==> src/rtl/demux_1x3_reg.sv <==
// Registered 1-to-3 stream demultiplexer: one holding stage steers each accepted
// beat to one of three consumers; select code 2'b11 discards the beat and counts it.
module demux_1x3_reg #(
  parameter int DATA_WIDTH = 12,
  parameter int CNT_WIDTH  = 8
) (
  input  logic                  i_clk,
  input  logic                  i_rst_n,
  input  logic [DATA_WIDTH-1:0] in_data,
  input  logic [1:0]            i_Sel,
  input  logic                  in_valid,
  output logic                  in_ready,
  output logic [DATA_WIDTH-1:0] out_data,
  output logic [2:0]            out_valid,
  input  logic [2:0]            out_ready,
  output logic [CNT_WIDTH-1:0]  drop_cnt,
  output logic                  busy
);

  // Handshake: a beat moves on a rising edge when valid and ready are both high.
  // in_ready never looks at in_valid or i_Sel; it may follow out_ready combinationally.

  typedef enum logic {
    EMPTY = 1'b0,
    FULL  = 1'b1
  } state_e;

  localparam logic [CNT_WIDTH-1:0] CNT_MAX = {CNT_WIDTH{1'b1}};

  state_e                state_q, state_d;
  logic [DATA_WIDTH-1:0] hold_data_q, hold_data_d;
  logic [2:0]            hold_dest_q, hold_dest_d;
  logic [CNT_WIDTH-1:0]  drop_cnt_q, drop_cnt_d;

  logic       drain;
  logic       accept;
  logic       sel_drop;
  logic [2:0] sel_onehot;

  always_comb begin
    sel_onehot = 3'b000;
    case (i_Sel)
      2'b00:   sel_onehot = 3'b001;
      2'b01:   sel_onehot = 3'b010;
      2'b10:   sel_onehot = 3'b100;
      default: sel_onehot = 3'b000;
    endcase
  end

  assign sel_drop = (i_Sel == 2'b11);
  assign drain    = (state_q == FULL) && ((hold_dest_q & out_ready) != 3'b000);
  assign in_ready = i_rst_n && ((state_q == EMPTY) || drain);
  assign accept   = in_valid && in_ready;

  always_comb begin
    state_d     = state_q;
    hold_data_d = hold_data_q;
    hold_dest_d = hold_dest_q;
    drop_cnt_d  = drop_cnt_q;

    if (drain) begin
      state_d = EMPTY;
    end

    if (accept) begin
      if (sel_drop) begin
        if (drop_cnt_q != CNT_MAX) begin
          drop_cnt_d = drop_cnt_q + 1'b1;
        end
      end else begin
        // A new beat may replace the one leaving in the same cycle.
        state_d     = FULL;
        hold_data_d = in_data;
        hold_dest_d = sel_onehot;
      end
    end
  end

  always_ff @(posedge i_clk) begin
    if (!i_rst_n) begin
      state_q     <= EMPTY;
      hold_data_q <= '0;
      hold_dest_q <= 3'b000;
      drop_cnt_q  <= '0;
    end else begin
      state_q     <= state_d;
      hold_data_q <= hold_data_d;
      hold_dest_q <= hold_dest_d;
      drop_cnt_q  <= drop_cnt_d;
    end
  end

  assign out_valid = (state_q == FULL) ? hold_dest_q : 3'b000;
  assign out_data  = (state_q == FULL) ? hold_data_q : '0;
  assign drop_cnt  = drop_cnt_q;
  assign busy      = (state_q == FULL);

endmodule

==> config.mk <==
export PLATFORM = sky130hd
export DESIGN_NAME = demux_1x3_reg
export DESIGN_NICKNAME = d
export VERILOG_FILES = /design/src/rtl/demux_1x3_reg.sv
export SDC_FILE = /design/constraint.sdc
export NUM_CORES = 1
export LEC_CHECK = 0
export ABC_AREA = 1
export BUFFER_PORTS_ARGS = -buffer_cell sky130_fd_sc_hd__buf_4
export CORE_ASPECT_RATIO = 1.25
export CORE_UTILIZATION = 48
export DETAILED_ROUTE_END_ITERATION = 8
export GPL_ROUTABILITY_DRIVEN = 1
export HOLD_SLACK_MARGIN = 0.02
export PLACE_DENSITY = 0.86
export SLEW_MARGIN = 20
export SYNTH_ARGS = -nofsm -noshare
export SYNTH_HDL_FRONTEND = slang
export SYNTH_SLANG_ARGS = --single-unit
==> constraint.sdc <==
create_clock -name i_clk -period 1.6 [get_ports i_clk]
set_clock_uncertainty 0.05 [all_clocks]
set_input_delay 0.08 -clock i_clk [delete_from_list [all_inputs] [get_ports i_clk]]
set_output_delay 0.08 -clock i_clk [all_outputs]
set_load 0.03 [all_outputs]
Yosys cells after proc, flatten, opt, wreduce, memory -nomap -nowiden
Cells that the tools add are included.

word-level totals
  logic and storage cells = 26
  output and inout bits = 25
  flip-flop bits (word level) = 24
  input bits = 20

cells by class
  equality and inequality tests = 4
  multiplexer cells = 6
  add/subtract/negate cells = 1
  bitwise operators = 3
  reductions and logical operators = 8

operator list
  cell                                                              count
  12-bit 2-to-1 mux                                                 1
  3-bit one-hot mux with 3 select lines                             1
  8-bit by 1-bit adder with 8-bit output (second input constant)    1
  8-bit != test (second input constant)                             1
  2-bit == test (second input constant)                             2
  3-bit bitwise AND                                                 1
  1-bit logical AND                                                 3
  1-bit 2-to-1 mux                                                  3
  3-bit 2-to-1 mux                                                  1
  3-bit AND reduction                                               1
  3-bit nonzero test                                                1
  2-bit by 1-bit == test with 1-bit output (second input constant)  1
  2-bit zero test                                                   1
  1-bit inverter                                                    2
  2-bit AND reduction                                               1
  1-bit logical OR                                                  1

Logic depth before layout (Yosys ltp)
Gate-level depths: netlist of the first run.

  word-level depth = 7
  gate-level depth with buffers = 9

Worst setup path after synthesis of the first run
No wires, ideal clock.

  kind = reg2reg
  start point = register drop_cnt_q[1] (netlist: drop_cnt[1])
  end point = register drop_cnt_q[7] (netlist: drop_cnt[7])
  setup slack = 0.044 ns
  cell stages (with the launch flop) = 9
  buffers on the path = 0
  clock period less this slack = 1.556 ns
  data required time = 1.434 ns
  data arrival time = 1.390 ns
  setup time = 0.116 ns
  path through = dfxtp_1 > ha_1 > nand2_1 > nor2_1 > nand2_1 > nand2_1 > nor2_1 > a21oi_1 > nor2_1

on the way
  word-level cells in the longest chain between the ends = 2
  elaborated cells between the ends (all ways) = 3
  classes of those cells = add/sub: 1; eq/ne: 1; reduce/logical: 1

RTL lines
  item                                                                            line  source
  start, declared                                                                 33    logic [CNT_WIDTH-1:0] drop_cnt_q, drop_cnt_d;
  start signal, assigned                                                          89    drop_cnt_q <= drop_cnt_d;
  branches (longest 2 deep; another with 8-bit by 1-bit adder with 8-bit output)  --

Several ways; the timed one is not identified.
A chain may end at the register's enable or synchronous reset.

Final worst setup path of the first run
  start point = register drop_cnt_q[1] (netlist: drop_cnt[1])
  end point = register drop_cnt_q[0] (netlist: drop_cnt[0])

on the way
  word-level cells in the longest chain between the ends = 2

RTL lines
  item                           line  source
  8-bit != test                  67    if (drop_cnt_q != CNT_MAX) begin
  3-bit AND reduction (no line)  --

No other way between the ends.

==> impl_metrics.py, run 1 <==
metrics = {
    "run_status": {
        "outcome": "completed",
    },
    "drt": {
        "drt_iter0_markers": 14,
        "dr_total_vias": 1280,
        "drt-pass1-iter-count": 4,
        "drt-total-wl_um": 2737,
        "routedWlPerCell_um": 9.845,
        "drt-vias-per-instance": 4.604,
        "ant_nets": 0,
        "drcViolationCount": 0,
    },
    "clock_tree": {
        "cts_resized": 0,
        "clk_pin_slew_ps": 120,
        "htree_levels": 1,
        "cts_max_path_buffers": 2,
        "cts_tree": "built",
        "clkLatencyLatePin_ps": 310,
        "cts_root_buf": "clkbuf_4",
        "cts.sinks": 24,
        "cts_buffers": 3,
    },
    "timing": {
        "hold_violations": 0,
        "fmax_mhz": 686.1,
        "worstMarginPinSlew_ps": 262.4,
        "relSlewSlack": 0.8237,
        "fin_crit_sh": 0.9110,
        "finalSetupViolCount": 0,
        "whs_ps": 44.73,
        "min_period_ps": 1458,
        "timing.setup.tns_ps": 0,
        "drv_slew": 0,
        "setup_ws_ps": 142.4,
        "rsz0062_at_grt": "no",
    },
    "worst_setup_path": {
        "crit_type": "register to register",
        "path_max_fanout": 4,
        "reg2reg_depth": 8,
        "r2r-start": "drop_cnt[1]$_SDFFE_PN0P_",
        "cp_num_buf_inv": 0,
        "worstReg2RegEnd": "drop_cnt[0]$_SDFFE_PN0P_",
        "required_ps": 1770,
        "crit_path_start_kind": "register",
        "slowest_stage": "dfxtp_1",
        "critPathArrivalTime_ps": 1620,
        "cpPeakStageDelay_ps": 410,
        "path_cells": "ha_1, nand2_1, nor2_1, nand2_1, nand4_1, nand2_1, nand2_1, nor2_1",
        "cp_top_family": "simple AND/OR/NAND/NOR gates",
        "endpoint_kind": "register",
        "reg2reg_slack_ps": 140,
        "cp_common_cell": "nand2_1",
    },
    "global_routing": {
        "grt_max_degree": 16,
        "overflow": 0,
        "grt_pass1_vias": 1143,
        "grt_pass1_wl_um": 4374,
        "grt_util_all_layers": 0.2128,
        "antenna_found_initial": 0,
    },
    "floorplanning": {
        "dieArea_sq_mm": 0.002803,
        "die_w_um": 47.55,
        "io-pin-count": 45,
        "core_sq_mm": 0.002452,
        "start_util": 0.5077,
        "std_cell_rows": 20,
        "die_h_um": 58.94,
    },
    "logic_synthesis": {
        "ys_async_sr_fraction": 0,
        "synth.top_cell.area_share": 0.3859,
        "synth_top_area_cell": "dfxtp_1",
        "yosysWarnings": 0,
        "ys.flop_type": "dfxtp_1",
        "seq_area_frac_synth": 0.3859,
        "synthTopCellsByArea": "dfxtp_1 39%, nand2_1 20%, inv_1 8.4%",
        "synthTopCellsByCount": "65 x nand2_1, 28 x inv_1, 24 x dfxtp_1",
        "synth-seq-cells": 24,
        "netlist_instances": 187,
        "ys_types": 21,
        "synth_edf_count": 0,
        "synth_area_sq_mm": 0.001245,
        "synth_most_common_cell": "nand2_1",
        "postSynthAreaPerCell_sq_um": 6.657,
        "synth_nets": 208,
    },
    "placed_design": {
        "hpwl_um": 1858,
        "portBuffers": 44,
        "dp_slack_ps": 177.1,
        "dpl_cell_area_sq_mm": 0.001585,
        "place_congestion": 0.7443,
    },
    "power_and_ir_drop": {
        "power_density_mw_per_mm2": 656.9,
        "power_leakage_nw": 0.9055,
        "vdd_ir_drop_max_mv": 0.5129,
    },
    "layout": {
        "nNetsFinal": 267,
        "n_antenna_cell": 0,
        "area_growth_pct": 41.51,
        "design_area_sq_mm": 0.001762,
        "drive_gt1_frac": 0.2490,
    },
    "worst_hold_path": {
        "holdPathEnd": "hold_dest_q[0]$_SDFFE_PN0P_",
        "whs_path_depth": 4,
        "worst_hold_path_type": "input port to register",
        "hp-start": "i_Sel[0]",
    },
    "flow_run": {
        "cap_viol_max_count": 0,
    },
}
==> power by group <==
part           total [mW]  internal [mW]  switching, mW
clock network       0.312          0.139          0.173
logic               0.212         0.0999          0.112
registers           0.633          0.619         0.0146
==> kinds of logic after synthesis <==
| group | share of synthesized area |
|---|---|
| AND/OR/NAND/NOR | 0.3658 |
| buffers and inverters | 0.1266 |
| flip-flops | 0.3859 |
| AO/OA/AOI/OAI | 0.1045 |
| XOR/XNOR | 0.007036 |
| adder cells (fa/ha/maj) | 0.01005 |
==> worst max-delay path by stage <==
stage / from / to / slack, ps / cells after the start
finish: drop_cnt[1]$_SDFFE_PN0P_ / drop_cnt[0]$_SDFFE_PN0P_ / 140 / 8
global route: drop_cnt[1]$_SDFFE_PN0P_ / drop_cnt[5]$_SDFFE_PN0P_ / 20 / 8
CTS: i_rst_n / hold_data_q[6]$_SDFFE_PN0P_ / 140 / 8
detailed placement: drop_cnt[1]$_SDFFE_PN0P_ / drop_cnt[1]$_SDFFE_PN0P_ / 180 / 8
global placement: drop_cnt[0]$_SDFFE_PN0P_ / drop_cnt[0]$_SDFFE_PN0P_ / 230 / 8
floorplan: drop_cnt[1]$_SDFFE_PN0P_ / drop_cnt[7]$_SDFFE_PN0P_ / 40 / 8
==> worst register-to-register path, stage by stage, from the launching register on <==
cell and delay [ps]:
dfxtp_1 410, ha_1 220, nand2_1 80, nor2_1 130, nand2_1 120, nand4_1 190, nand2_1 70, nand2_1 60
nor2_1 30
==> sequential cells by signal, summed over array words and instances, names as in the netlist <==
register	count
busy	1
drop_cnt	8
hold_data_q	12
hold_dest_q	3
==> cell type report <==
type,instances,area (sq um)
sequential,24,480.5
multi-input combinational,128,606.8
clock buffer,4,36.28
tap,33,41.29
fill,213,690.7
inverter,29,111.4
timing repair buffer,60,485.5
==> repair_timing <==
item / in CTS / in global routing
endpoints found under the hold margin: 22 / 0
hold buffers: 14 / 0
buffers inserted: 0 / 0
==> placed cells by master (no fill, tap or decap), drive strengths merged <==
master and count:
inv 29, nand2 67, nand4 2, dfxtp 24, buf 46, xnor2 1
ha 1, clkbuf 4, dlygate4sd3 14, nor3 2, nor2 22, nand3 10
o21ai 3, a21oi 20
==> layer usage <==
layer,up-vias,global-route usage,share of wire
met3,5,0.02761,0.039
met4,0,0.06349,0.015
met1,554,0.2308,0.44
met5,-,0,0
li1,687,-,-
met2,34,0.4051,0.50
==> per-stage QoR <==
stage	cells	utilization	power, mW
floorplan	187	-	0.7648
global placement	260	0.6464	0.8283
detailed placement	260	0.6464	0.8309
CTS	278	0.7184	1.168
global route	278	0.7184	1.213
finish	278	0.7184	1.157
Note: power is estimated with default switching activity, not from simulation.
==> run 2: changes to the inputs <==
Settings changed: BUFFER_PORTS_ARGS -buffer_cell sky130_fd_sc_hd__buf_4 to not set, CORE_MARGIN set to 2, CORE_UTILIZATION 48 to 55, DONT_BUFFER_PORTS set to 1, PLACE_DENSITY 0.86 to 0.78.
==> impl_metrics.py, run 2 (synthesis gave the netlist of run 1 again) <==
metrics = {
    "layout": {
        "top_register": "hold_data_q",
        "n_antenna_cell": 0,
        "design_area_sq_mm": 0.001516,
        "layout_commonest_cell": "nand2_1",
        "area_growth_pct": 21.81,
        "drive_gt1_frac": 0.1226,
        "largest_reg_flops": 12,
        "final_cell_mix": "65 x nand2_1, 28 x inv_1, 24 x dfxtp_1",
        "nNetsFinal": 234,
    },
    "worst_setup_path": {
        "cpPeakStageDelay_ps": 450,
        "reg2reg_depth": 9,
        "worstReg2RegEnd": "drop_cnt[7]$_SDFFE_PN0P_",
        "reg2reg_slack_ps": 160,
        "cp_num_buf_inv": 2,
        "path_max_fanout": 14,
        "cp_top_family": "buffers and inverters",
        "r2r-start": "drop_cnt[0]$_SDFFE_PN0P_",
        "crit_type": "register to output port",
        "path_cells": "buf_4, nand2_1, inv_1",
        "required_ps": 1470,
        "endpoint_kind": "output port",
        "critPathArrivalTime_ps": 1340,
        "slowest_stage": "dfxtp_1",
        "crit_path_start_kind": "register",
    },
    "flow_run": {
        "cap_viol_max_count": 0,
    },
    "timing": {
        "fmax_mhz": 678.3,
        "timing.setup.tns_ps": 0,
        "relSlewSlack": 0.7655,
        "whs_ps": 36.63,
        "finalSetupViolCount": 0,
        "rsz0062_at_grt": "no",
        "worstMarginPinSlew_ps": 350.6,
        "drv_slew": 0,
        "fin_crit_sh": 0.9214,
        "min_period_ps": 1474,
        "hold_violations": 0,
    },
    "drt": {
        "drt_iter0_markers": 27,
        "drt-total-wl_um": 2749,
        "drt-vias-per-instance": 5.041,
        "drt-pass1-iter-count": 5,
        "routedWlPerCell_um": 11.31,
        "drcViolationCount": 0,
        "dr_total_vias": 1225,
        "ant_nets": 0,
    },
    "floorplanning": {
        "start_util": 0.5755,
        "die_w_um": 46.56,
        "die_h_um": 57.19,
        "io-pin-count": 45,
        "core_sq_mm": 0.002163,
        "dieArea_sq_mm": 0.002662,
        "std_cell_rows": 19,
    },
    "worst_hold_path": {
        "holdPathEnd": "drop_cnt[0]$_SDFFE_PN0P_",
        "worst_hold_path_type": "input port to register",
        "whs_path_depth": 3,
        "hp-start": "in_valid",
    },
    "clock_tree": {
        "cts_resized": 0,
        "cts.sinks": 24,
        "cts_buffers": 3,
        "clk_pin_slew_ps": 120,
        "cts_max_path_buffers": 2,
        "cts_root_buf": "clkbuf_4",
        "cts_tree": "built",
        "clkLatencyLatePin_ps": 300,
        "htree_levels": 1,
    },
    "global_routing": {
        "grt_max_degree": 16,
        "grt_pass1_vias": 1139,
        "antenna_found_initial": 0,
        "overflow": 0,
        "grt_util_all_layers": 0.2224,
        "grt_pass1_wl_um": 4416,
    },
    "placed_design": {
        "dpl_cell_area_sq_mm": 0.001320,
        "place_congestion": 0.7541,
        "hpwl_um": 1920,
        "portBuffers": 0,
    },
    "power_and_ir_drop": {
        "power_density_mw_per_mm2": 730.0,
        "p_total_mw": 1.107,
        "power_leakage_nw": 0.7355,
        "vdd_ir_drop_max_mv": 0.5815,
    },
    "run_status": {
        "outcome": "completed",
    },
}
==> run 2: cell count changes in the layout (fill, tap and decap cells not counted) <==
cell	previous run	this run
dlygate4sd3_1	14	16
buf_4	46	11
==> run 2: tightest hold or removal path: stages <==
cell	delay, ps
nand4_1	140
nor2_1	60
nor2_1	80
==> run 2: power breakdown <==
part           total [mW]  switching (mW)  internal, mW
Clock               0.303           0.164         0.139
Combinational       0.172           0.104        0.0681
Sequential          0.633          0.0140         0.619
Total                1.11           0.282         0.825
==> run 2: metrics by stage <==
step | util | setup slack (ps) | instances
2_1_floorplan | - | 44.50 | 187
3_3_place_gp | 0.6102 | 261.6 | 223
3_5_place_dp | 0.6102 | 183.5 | 223
4_1_cts | 0.7010 | 118.9 | 243
5_1_grt | 0.7010 | 20.01 | 243
6_report | 0.7010 | 125.7 | 243
==> run 2: layout make-up <==
type	count	area [sq um]
Clock buffer	4	36.28
Fill cell	176	646.9
Sequential cell	24	480.5
Timing Repair Buffer	27	242.7
Multi-Input combinational cell	128	606.8
Inverter	29	111.4
Tap cell	31	38.79
==> run 2: worst max-delay path by stage <==
stage / start / endpoint / slack, ps / depth (start not counted)
3_3_place_gp: hold_dest_q[0]$_SDFFE_PN0P_ / hold_data_q[9]$_SDFFE_PN0P_ / 260 / 8
6_report: busy$_SDFF_PN0_ / out_data[9] / 130 / 3
2_1_floorplan: drop_cnt[1]$_SDFFE_PN0P_ / drop_cnt[7]$_SDFFE_PN0P_ / 40 / 8
4_1_cts: busy$_SDFF_PN0_ / out_data[5] / 120 / 3
5_1_grt: hold_dest_q[2]$_SDFFE_PN0P_ / hold_data_q[4]$_SDFFE_PN0P_ / 20 / 8
3_5_place_dp: drop_cnt[0]$_SDFFE_PN0P_ / drop_cnt[7]$_SDFFE_PN0P_ / 180 / 9
==> run 2: what timing repair did <==
| item | 4_1_cts | 5_1_grt |
|---|---|---|
| endpoints found under the hold margin | 24 | 0 |
| setup buffers | 0 | 0 |
| hold buffers | 16 | 0 |
==> run 2: routing by layer <==
metal,global-route usage,up-vias,share of wire
met3,0.04430,8,0.049
met2,0.4306,44,0.55
li1,-,622,-
met4,0.08571,0,0.025
met5,0,-,0
met1,0.2120,551,0.38
==> run 3: changes to the inputs <==
Settings changed: CORE_MARGIN 2 to not set.
==> impl_metrics.py, run 3 (synthesis gave the netlist of run 1 again) <==
metrics = {
    "worst_setup_path": {
        "required_ps": 1470,
        "crit_type": "register to output port",
        "crit_path_start_kind": "register",
        "critPathArrivalTime_ps": 1360,
        "endpoint_kind": "output port",
        "path_max_fanout": 14,
    },
    "power_and_ir_drop": {
        "vdd_ir_drop_max_mv": 0.5891,
        "power_leakage_nw": 0.7355,
        "p_total_mw": 1.125,
        "power_density_mw_per_mm2": 742.2,
    },
    "layout": {
        "fillerInstances": 155,
        "largest_reg_flops": 12,
        "top_register": "hold_data_q",
        "utilization": 0.7393,
        "area_growth_pct": 21.71,
        "layout_commonest_cell": "nand2_1",
        "nNetsFinal": 234,
        "final_cell_mix": "65 x nand2_1, 28 x inv_1, 24 x dfxtp_1",
        "drive_gt1_frac": 0.1226,
        "n_antenna_cell": 0,
    },
    "floorplanning": {
        "io-pin-count": 45,
        "std_cell_rows": 18,
        "start_util": 0.6074,
        "die_w_um": 44.56,
        "die_h_um": 55.19,
        "core_sq_mm": 0.002049,
        "dieArea_sq_mm": 0.002459,
    },
    "clock_tree": {
        "cts_resized": 0,
        "cts_buffers": 3,
        "cts_tree": "built",
        "holdBufCountCts": 16,
        "cts_root_buf": "clkbuf_4",
        "cts_max_path_buffers": 2,
        "htree_levels": 1,
        "cts.sinks": 24,
        "cts_setup_buffers": 0,
        "clkLatencyLatePin_ps": 310,
        "clk_pin_slew_ps": 130,
    },
    "global_routing": {
        "grt_pass1_vias": 1177,
        "grt_util_all_layers": 0.2509,
        "overflow": 0,
        "grt_pass1_wl_um": 4547,
        "grt_max_degree": 16,
        "antenna_found_initial": 0,
    },
    "drt": {
        "drt-pass1-iter-count": 4,
        "drcViolationCount": 0,
        "dr_total_vias": 1223,
        "ant_nets": 0,
        "drt-total-wl_um": 2890,
        "drt-vias-per-instance": 5.054,
        "drt_iter0_markers": 29,
        "routedWlPerCell_um": 11.94,
    },
    "timing": {
        "finalSetupViolCount": 0,
        "min_period_ps": 1487,
        "relSlewSlack": 0.7540,
        "hold_violations": 0,
        "timing.setup.tns_ps": 0,
        "drv_slew": 0,
        "worstMarginPinSlew_ps": 367.8,
        "rsz0062_at_grt": "no",
        "fin_crit_sh": 0.9291,
        "fmax_mhz": 672.7,
    },
    "run_status": {
        "outcome": "completed",
    },
    "placed_design": {
        "portBuffers": 0,
        "hpwl_um": 1945,
        "place_congestion": 0.7945,
    },
    "worst_hold_path": {
        "worst_hold_path_type": "input port to register",
    },
    "flow_run": {
        "cap_viol_max_count": 0,
    },
}
## run 3: cell type report
| cell class | count | area [sq um] | area share |
|---|---|---|---|
| inverter | 29 | 111.4 | 0.07349 |
| clock buffer | 4 | 36.28 | 0.02395 |
| timing repair buffer | 27 | 242.7 | 0.1602 |
| sequential | 24 | 480.5 | 0.3171 |
| multi-input combinational | 128 | 606.8 | 0.4005 |
| tap | 30 | 37.54 | 0.02477 |
## run 3: critical path: stages, from the launching register on
cell	delay (ps)
dfxtp_1	450
buf_4	290
nand2_1	90
inv_1	210
## run 3: report_power, final
part	total [mW]	internal (mW)	switching [mW]	leakage [nW]
clock network	0.318	0.139	0.179	0.0210
logic	0.173	0.0681	0.105	0.520
registers	0.633	0.619	0.0142	0.195
## run 3: through the flow
stage | hold slack, ps | worst slack, ps | cell area (sq um) | instances
after CTS | 38.53 | 122.0 | 1515 | 242
after detailed placement | 152.1 | 192.7 | 1319 | 222
after global placement | 141.3 | 264.0 | 1319 | 222
after floorplan | 172.6 | 44.50 | 1245 | 187
after global routing | 55.60 | 24.92 | 1515 | 242
final | 42.03 | 113.4 | 1515 | 242
## run 3: path summary, 6_finish.rpt
| kind | endpoint | slack [ps] | cells after the start | startpoint |
|---|---|---|---|---|
| worst max-delay path | out_data[4] | 110 | 3 | busy$_SDFF_PN0_ |
| worst min-delay path | drop_cnt[0]$_SDFFE_PN0P_ | 40 | 3 | in_valid |
| worst max register to register | hold_data_q[2]$_SDFFE_PN0P_ | 160 | 8 | hold_dest_q[2]$_SDFFE_PN0P_ |
| worst min register to register | hold_data_q[4]$_SDFFE_PN0P_ | 430 | 2 | hold_data_q[4]$_SDFFE_PN0P_ |
## run 3: routing by layer
metal  vias up  track usage  share of wire
met3         2      0.03571          0.049
li1        625            -              -
met2        44       0.5392           0.54
met4         0      0.08586         0.0073
met1       552       0.2335           0.40
met5         -            0              0
